## src/rtl/control_medidor_frec.sv

```systemverilog
// control_medidor_frec: scan controller for the MEDIDOR_FREC frequency meter.
// Steps the oscillator mux through N_OSC sources. For each source it waits for the
// mux output to settle, waits for a stale lock to clear, enables the meter, and
// captures the count, or reports a timeout. Results stream out on a valid/ready port.
// Optional build macro CONTROL_MEDIDOR_SUM_EN adds res_sum, a running sum of the
// non-timeout results of the current scan.
module control_medidor_frec #(
    parameter int unsigned N_OSC         = 16,
    parameter int unsigned SEL_WIDTH     = 4,
    parameter int unsigned OUT_WIDTH     = 32,
    parameter int unsigned SETTLE        = 8,
    parameter int unsigned TIMEOUT_WIDTH = 24
) (
    input  logic                 clock,
    input  logic                 reset,
    input  logic                 start,
    input  logic [4:0]           resol_in,
    output logic [SEL_WIDTH-1:0] sel,
    output logic                 meas_enable,
    output logic [4:0]           meas_resol,
    input  logic                 meas_lock,
    input  logic [OUT_WIDTH-1:0] meas_out,
    output logic                 res_valid,
    input  logic                 res_ready,
    output logic [OUT_WIDTH-1:0] res_data,
    output logic [SEL_WIDTH-1:0] res_index,
    output logic                 res_timeout,
`ifdef CONTROL_MEDIDOR_SUM_EN
    output logic [OUT_WIDTH+SEL_WIDTH-1:0] res_sum,
`endif
    output logic                 busy,
    output logic                 done
);

    localparam int unsigned          SCW         = (SETTLE > 1) ? $clog2(SETTLE) : 1;
    localparam logic [SCW-1:0]       SETTLE_LAST = SCW'(SETTLE - 1);
    localparam logic [SEL_WIDTH-1:0] SEL_LAST    = SEL_WIDTH'(N_OSC - 1);

    typedef enum logic [2:0] {
        S_IDLE,
        S_SETTLE,
        S_WAIT_UNLOCK,
        S_MEASURE,
        S_OUTPUT,
        S_DONE
    } state_t;

    state_t                   state_q;
    logic [SCW-1:0]           settle_cnt_q;
    logic [TIMEOUT_WIDTH-1:0] tmo_q;
    logic [TIMEOUT_WIDTH-1:0] tmo_d;
    logic [SEL_WIDTH-1:0]     sel_q;
    logic                     meas_enable_q;
    logic [4:0]               resol_q;
    logic                     res_valid_q;
    logic [OUT_WIDTH-1:0]     res_data_q;
    logic [SEL_WIDTH-1:0]     res_index_q;
    logic                     res_timeout_q;
    logic                     busy_q;
    logic                     done_q;

    assign sel         = sel_q;
    assign meas_enable = meas_enable_q;
    assign meas_resol  = resol_q;
    assign res_valid   = res_valid_q;
    assign res_data    = res_data_q;
    assign res_index   = res_index_q;
    assign res_timeout = res_timeout_q;
    assign busy        = busy_q;
    assign done        = done_q;

    // Next value of the lock-timeout counter; timeout fires when it would reach all-ones
    always_comb begin
        tmo_d = tmo_q + TIMEOUT_WIDTH'(1);
    end

    // Scan sequencer with registered outputs
    always_ff @(posedge clock or posedge reset) begin
        if (reset) begin
            state_q       <= S_IDLE;
            settle_cnt_q  <= '0;
            tmo_q         <= '0;
            sel_q         <= '0;
            meas_enable_q <= 1'b0;
            resol_q       <= '0;
            res_valid_q   <= 1'b0;
            res_data_q    <= '0;
            res_index_q   <= '0;
            res_timeout_q <= 1'b0;
            busy_q        <= 1'b0;
            done_q        <= 1'b0;
        end else begin
            done_q <= 1'b0;
            unique case (state_q)
                S_IDLE: begin
                    if (start) begin
                        resol_q      <= resol_in;
                        sel_q        <= '0;
                        settle_cnt_q <= '0;
                        busy_q       <= 1'b1;
                        state_q      <= S_SETTLE;
                    end
                end
                S_SETTLE: begin
                    if (settle_cnt_q == SETTLE_LAST) begin
                        settle_cnt_q <= '0;
                        state_q      <= S_WAIT_UNLOCK;
                    end else begin
                        settle_cnt_q <= settle_cnt_q + SCW'(1);
                    end
                end
                S_WAIT_UNLOCK: begin
                    if (!meas_lock) begin
                        tmo_q         <= '0;
                        meas_enable_q <= 1'b1;
                        state_q       <= S_MEASURE;
                    end
                end
                S_MEASURE: begin
                    tmo_q <= tmo_d;
                    // Lock is tested first so it wins a same-cycle timeout.
                    if (meas_lock) begin
                        res_data_q    <= meas_out;
                        res_index_q   <= sel_q;
                        res_timeout_q <= 1'b0;
                        res_valid_q   <= 1'b1;
                        meas_enable_q <= 1'b0;
                        state_q       <= S_OUTPUT;
                    end else if (&tmo_d) begin
                        res_data_q    <= '0;
                        res_index_q   <= sel_q;
                        res_timeout_q <= 1'b1;
                        res_valid_q   <= 1'b1;
                        meas_enable_q <= 1'b0;
                        state_q       <= S_OUTPUT;
                    end
                end
                S_OUTPUT: begin
                    if (res_ready) begin
                        res_valid_q <= 1'b0;
                        if (sel_q == SEL_LAST) begin
                            done_q  <= 1'b1;
                            busy_q  <= 1'b0;
                            state_q <= S_DONE;
                        end else begin
                            sel_q        <= sel_q + SEL_WIDTH'(1);
                            settle_cnt_q <= '0;
                            state_q      <= S_SETTLE;
                        end
                    end
                end
                S_DONE: begin
                    state_q <= S_IDLE;
                end
                default: begin
                    state_q <= S_IDLE;
                end
            endcase
        end
    end

`ifdef CONTROL_MEDIDOR_SUM_EN
    logic [OUT_WIDTH+SEL_WIDTH-1:0] res_sum_q;

    assign res_sum = res_sum_q;

    // Running sum of non-timeout results, cleared when a scan starts
    always_ff @(posedge clock or posedge reset) begin
        if (reset) begin
            res_sum_q <= '0;
        end else if (state_q == S_IDLE && start) begin
            res_sum_q <= '0;
        end else if (state_q == S_OUTPUT && res_ready && !res_timeout_q) begin
            res_sum_q <= res_sum_q + (OUT_WIDTH+SEL_WIDTH)'(res_data_q);
        end
    end
`else
    // No running sum in this build.
`endif

endmodule

```

## config.mk

```make
export PLATFORM = sky130hd
export DESIGN_NAME = control_medidor_frec
export DESIGN_NICKNAME = d
export VERILOG_FILES = /design/src/rtl/control_medidor_frec.sv
export SDC_FILE = /design/constraint.sdc
export NUM_CORES = 1
export LEC_CHECK = 0
export ABC_AREA = 1
export CORE_ASPECT_RATIO = 1.1
export CORE_MARGIN = 2
export CORE_UTILIZATION = 45
export DETAILED_ROUTE_END_ITERATION = 12
export PLACE_DENSITY = 0.81
export SLEW_MARGIN = 10
export SYNTH_ARGS = -nofsm -noshare
export SYNTH_HDL_FRONTEND = slang
export SYNTH_SLANG_ARGS = --single-unit
export TNS_END_PERCENT = 100
```

## constraint.sdc

```tcl
create_clock -name clock -period 2.6 [get_ports clock]
set_clock_uncertainty 0.1 [all_clocks]
set_input_delay 0.52 -clock clock [delete_from_list [all_inputs] [get_ports clock]]
set_output_delay 0.52 -clock clock [all_outputs]
set_load 0.1 [all_outputs]
```

==> metrics.cfg <==
[status]
status = completed

[hold_path]
min_to = res_data[24]
hold_start = res_data[24]
hold_class = register to register
hold_depth = 2

[floorplanning]
die_h_um = 103
die_x_um = 93.6
floorplan.rows = 35
start_util_pct = 46.8
die-area_um2 = 9600
ioPinCount = 92
core_area_um2 = 8500

[global_routing]
antenna_found_initial = 0
grtUsageTotal_pct = 21.0
grt_pass1_vias = 3538
grt_overflow = 0
grt_max_degree = 81
grt_pass1_wl_um = 16000

[drt]
viasPerCell = 4.93
drtIter0Drc = 169
drtPass1Iterations = 4
postRouteAntennaNets = 0
avgRoutedWirePerCell_um = 13.1
num_vias = 3637
drc = 0
drt_wl_total_um = 9690

[final_layout]
area_growth_pct = 30.4
n_antenna_cell = 0
fin_nets = 669
fillCellCount = 742
design_area_um2 = 5180
most-common-layout-cells = nand2_1, dfrtp_1, buf_4
final_common_cell = nand2_1
drive_gt1_share_pct = 16.4

[synth]
netlist_instances = 519
ys_seq_area_share_pct = 50.3
syn_area_um2 = 3980
syn_area_per_cell_um2 = 7.66
synthArstFlopShare_pct = 100
synth_warnings = 0
synth-edff-count = 0
ys_seq_elements = 80
synthesis.nets = 566
yosys.cell_types.count = 31
synth_flop_cell = dfrtp_1

[setup_path]
crit_type = register to register
crit-reg2reg-launch = tmo_q[0]
regToRegEndpoint = res_index[2]
r2r_slack_ns = 0.27
reg2reg_depth = 16
cp_data_arrival_time_ns = 2.47
crit_required_ns = 2.74
cp-start-kind = register
cp-end-kind = register
worstPathMaxFanout = 22

[placed_design]
dp_hpwl_um = 6980
portBuffers = 91
post_dp_cell_area_um2 = 4920
gp_congestion = 0.901

[cts]
cts_tree = built
hold_buffers = 0
cts.path.max_buffers = 2
cts_buffers = 9
cts_root_buf = clkbuf_8
htree_levels = 3
clkTransAtPathRegs_ns = 0.09
cts_num_sinks = 80
worstSkewPairLatency_ns = 0.36

[sta]
slew_headroom_pct = 55.6
setup_viol = 0
period_needed_ns = 2.33
slew_viol_final = 0
tightest_slew_ns = 0.665
rsz0062_at_grt = false
finalCritPeriodShare_pct = 89.5
hold_violations = 0
clock.fmax_ghz = 0.430

[run]
drv_cap = 0

[cell families (layout without fill, tap and decap cells)]
group,Yosys count,in the layout,share of synthesized area [%]
buffers and inverters,63,170,6.80
DFF,80,80,50.3
xor gates and xnor gates,3,3,0.661
AOI/OAI and AO/OA,46,46,6.99
and+or+nand+nor,322,323,33.6
adders and majority gates,5,5,1.57
[sequential cells by signal, summed over array words and instances, names as in the netlist, 3 cells and up]
| register | flops |
|---|---|
| sel | 4 |
| res_index | 4 |
| tmo_q | 24 |
| settle_cnt_q | 3 |
| res_data | 32 |
| meas_resol | 5 |
| state_q | 3 |
[cells in the mapped netlist (3+ instances only)]
cell type  instances  area, um2
buf_2              3       15.0
clkbuf_1           3       11.3
buf_6              4       45.0
nand2_1          222        833
o22ai_1           11       68.8
nor2_4             3       33.8
dfrtp_1           80       2000
nor3_1             6       30.0
a21oi_1            3       15.0
nand2_2            7       43.8
nor2_1            47        176
ha_1               5       62.6
nand4_1            8       50.1
o21ai_2            4       35.0
nand3_1           24        120
inv_1             50        188
o21ai_0           21        105
[worst max-delay path, stage by stage (launching register included)]
cell	delay [ns]
dfrtp_1	0.40
buf_4	0.17
inv_2	0.07
nor2_8	0.19
nand2_2	0.09
nor2_2	0.15
nand2_1	0.06
nand2_1	0.06
nand2_1	0.06
nor2_1	0.12
nand2_1	0.08
nor2_1	0.10
nand2_1	0.11
nand2_4	0.14
nand2_8	0.13
nand2_1	0.12
o21ai_2	0.05
[metal layers]
layer,track usage (%),up-vias,wire length (um)
met2,34.4,104,4640
li1,-,1843,-
met3,5.19,19,570
met4,9.14,0,257
met1,26.9,1671,4230
met5,0,-,0
[worst max path at each step]
stage	startpoint	end	slack, ns	cells after the start
finish	tmo_q[0]	res_index[2]	0.27	16
CTS	tmo_q[1]	res_index[2]	0.04	16
detailed placement	tmo_q[1]	res_index[2]	-0.009	16
global placement	tmo_q[1]	res_index[3]	0.08	16
floorplan	sel[1]	sel[3]	0.41	9
global route	tmo_q[1]	res_index[2]	0.05	16
[cell type report]
type,count,area [um2],share of cell area (%)
Clock buffer,9,124,2.39
Clock inverter,7,83.8,1.62
Inverter,53,203,3.91
Multi-Input combinational cell,377,1760,33.9
Sequential cell,80,2000,38.6
Tap cell,111,139,2.68
Timing Repair Buffer,101,873,16.8
[stage by stage]
| stage | std cells | utilization, % | setup WS [ns] | hold WS, ns | setup TNS [ns] |
|---|---|---|---|---|---|
| 2_1_floorplan | 519 | - | 0.406 | 0.364 | 0 |
| 3_3_place_gp | 720 | 57.9 | 0.0807 | 0.356 | 0 |
| 3_5_place_dp | 720 | 57.9 | -0.00919 | 0.360 | -0.00919 |
| 4_1_cts | 736 | 60.4 | 0.0350 | 0.383 | 0 |
| 5_1_grt | 738 | 61.0 | 0.0545 | 0.404 | 0 |
| 6_report | 738 | 61.0 | 0.273 | 0.378 | 0 |
[repair_timing]
item	4_1_cts	5_1_grt
setup buffers	0	1
setup endpoints to repair	5	40
cloned	0	1
gates resized for setup	1	7
pin swaps	0	0
Power is left out: the tool's default activity adds up to more than one toggle a clock period on the data nets, which glitch-free logic cannot reach.
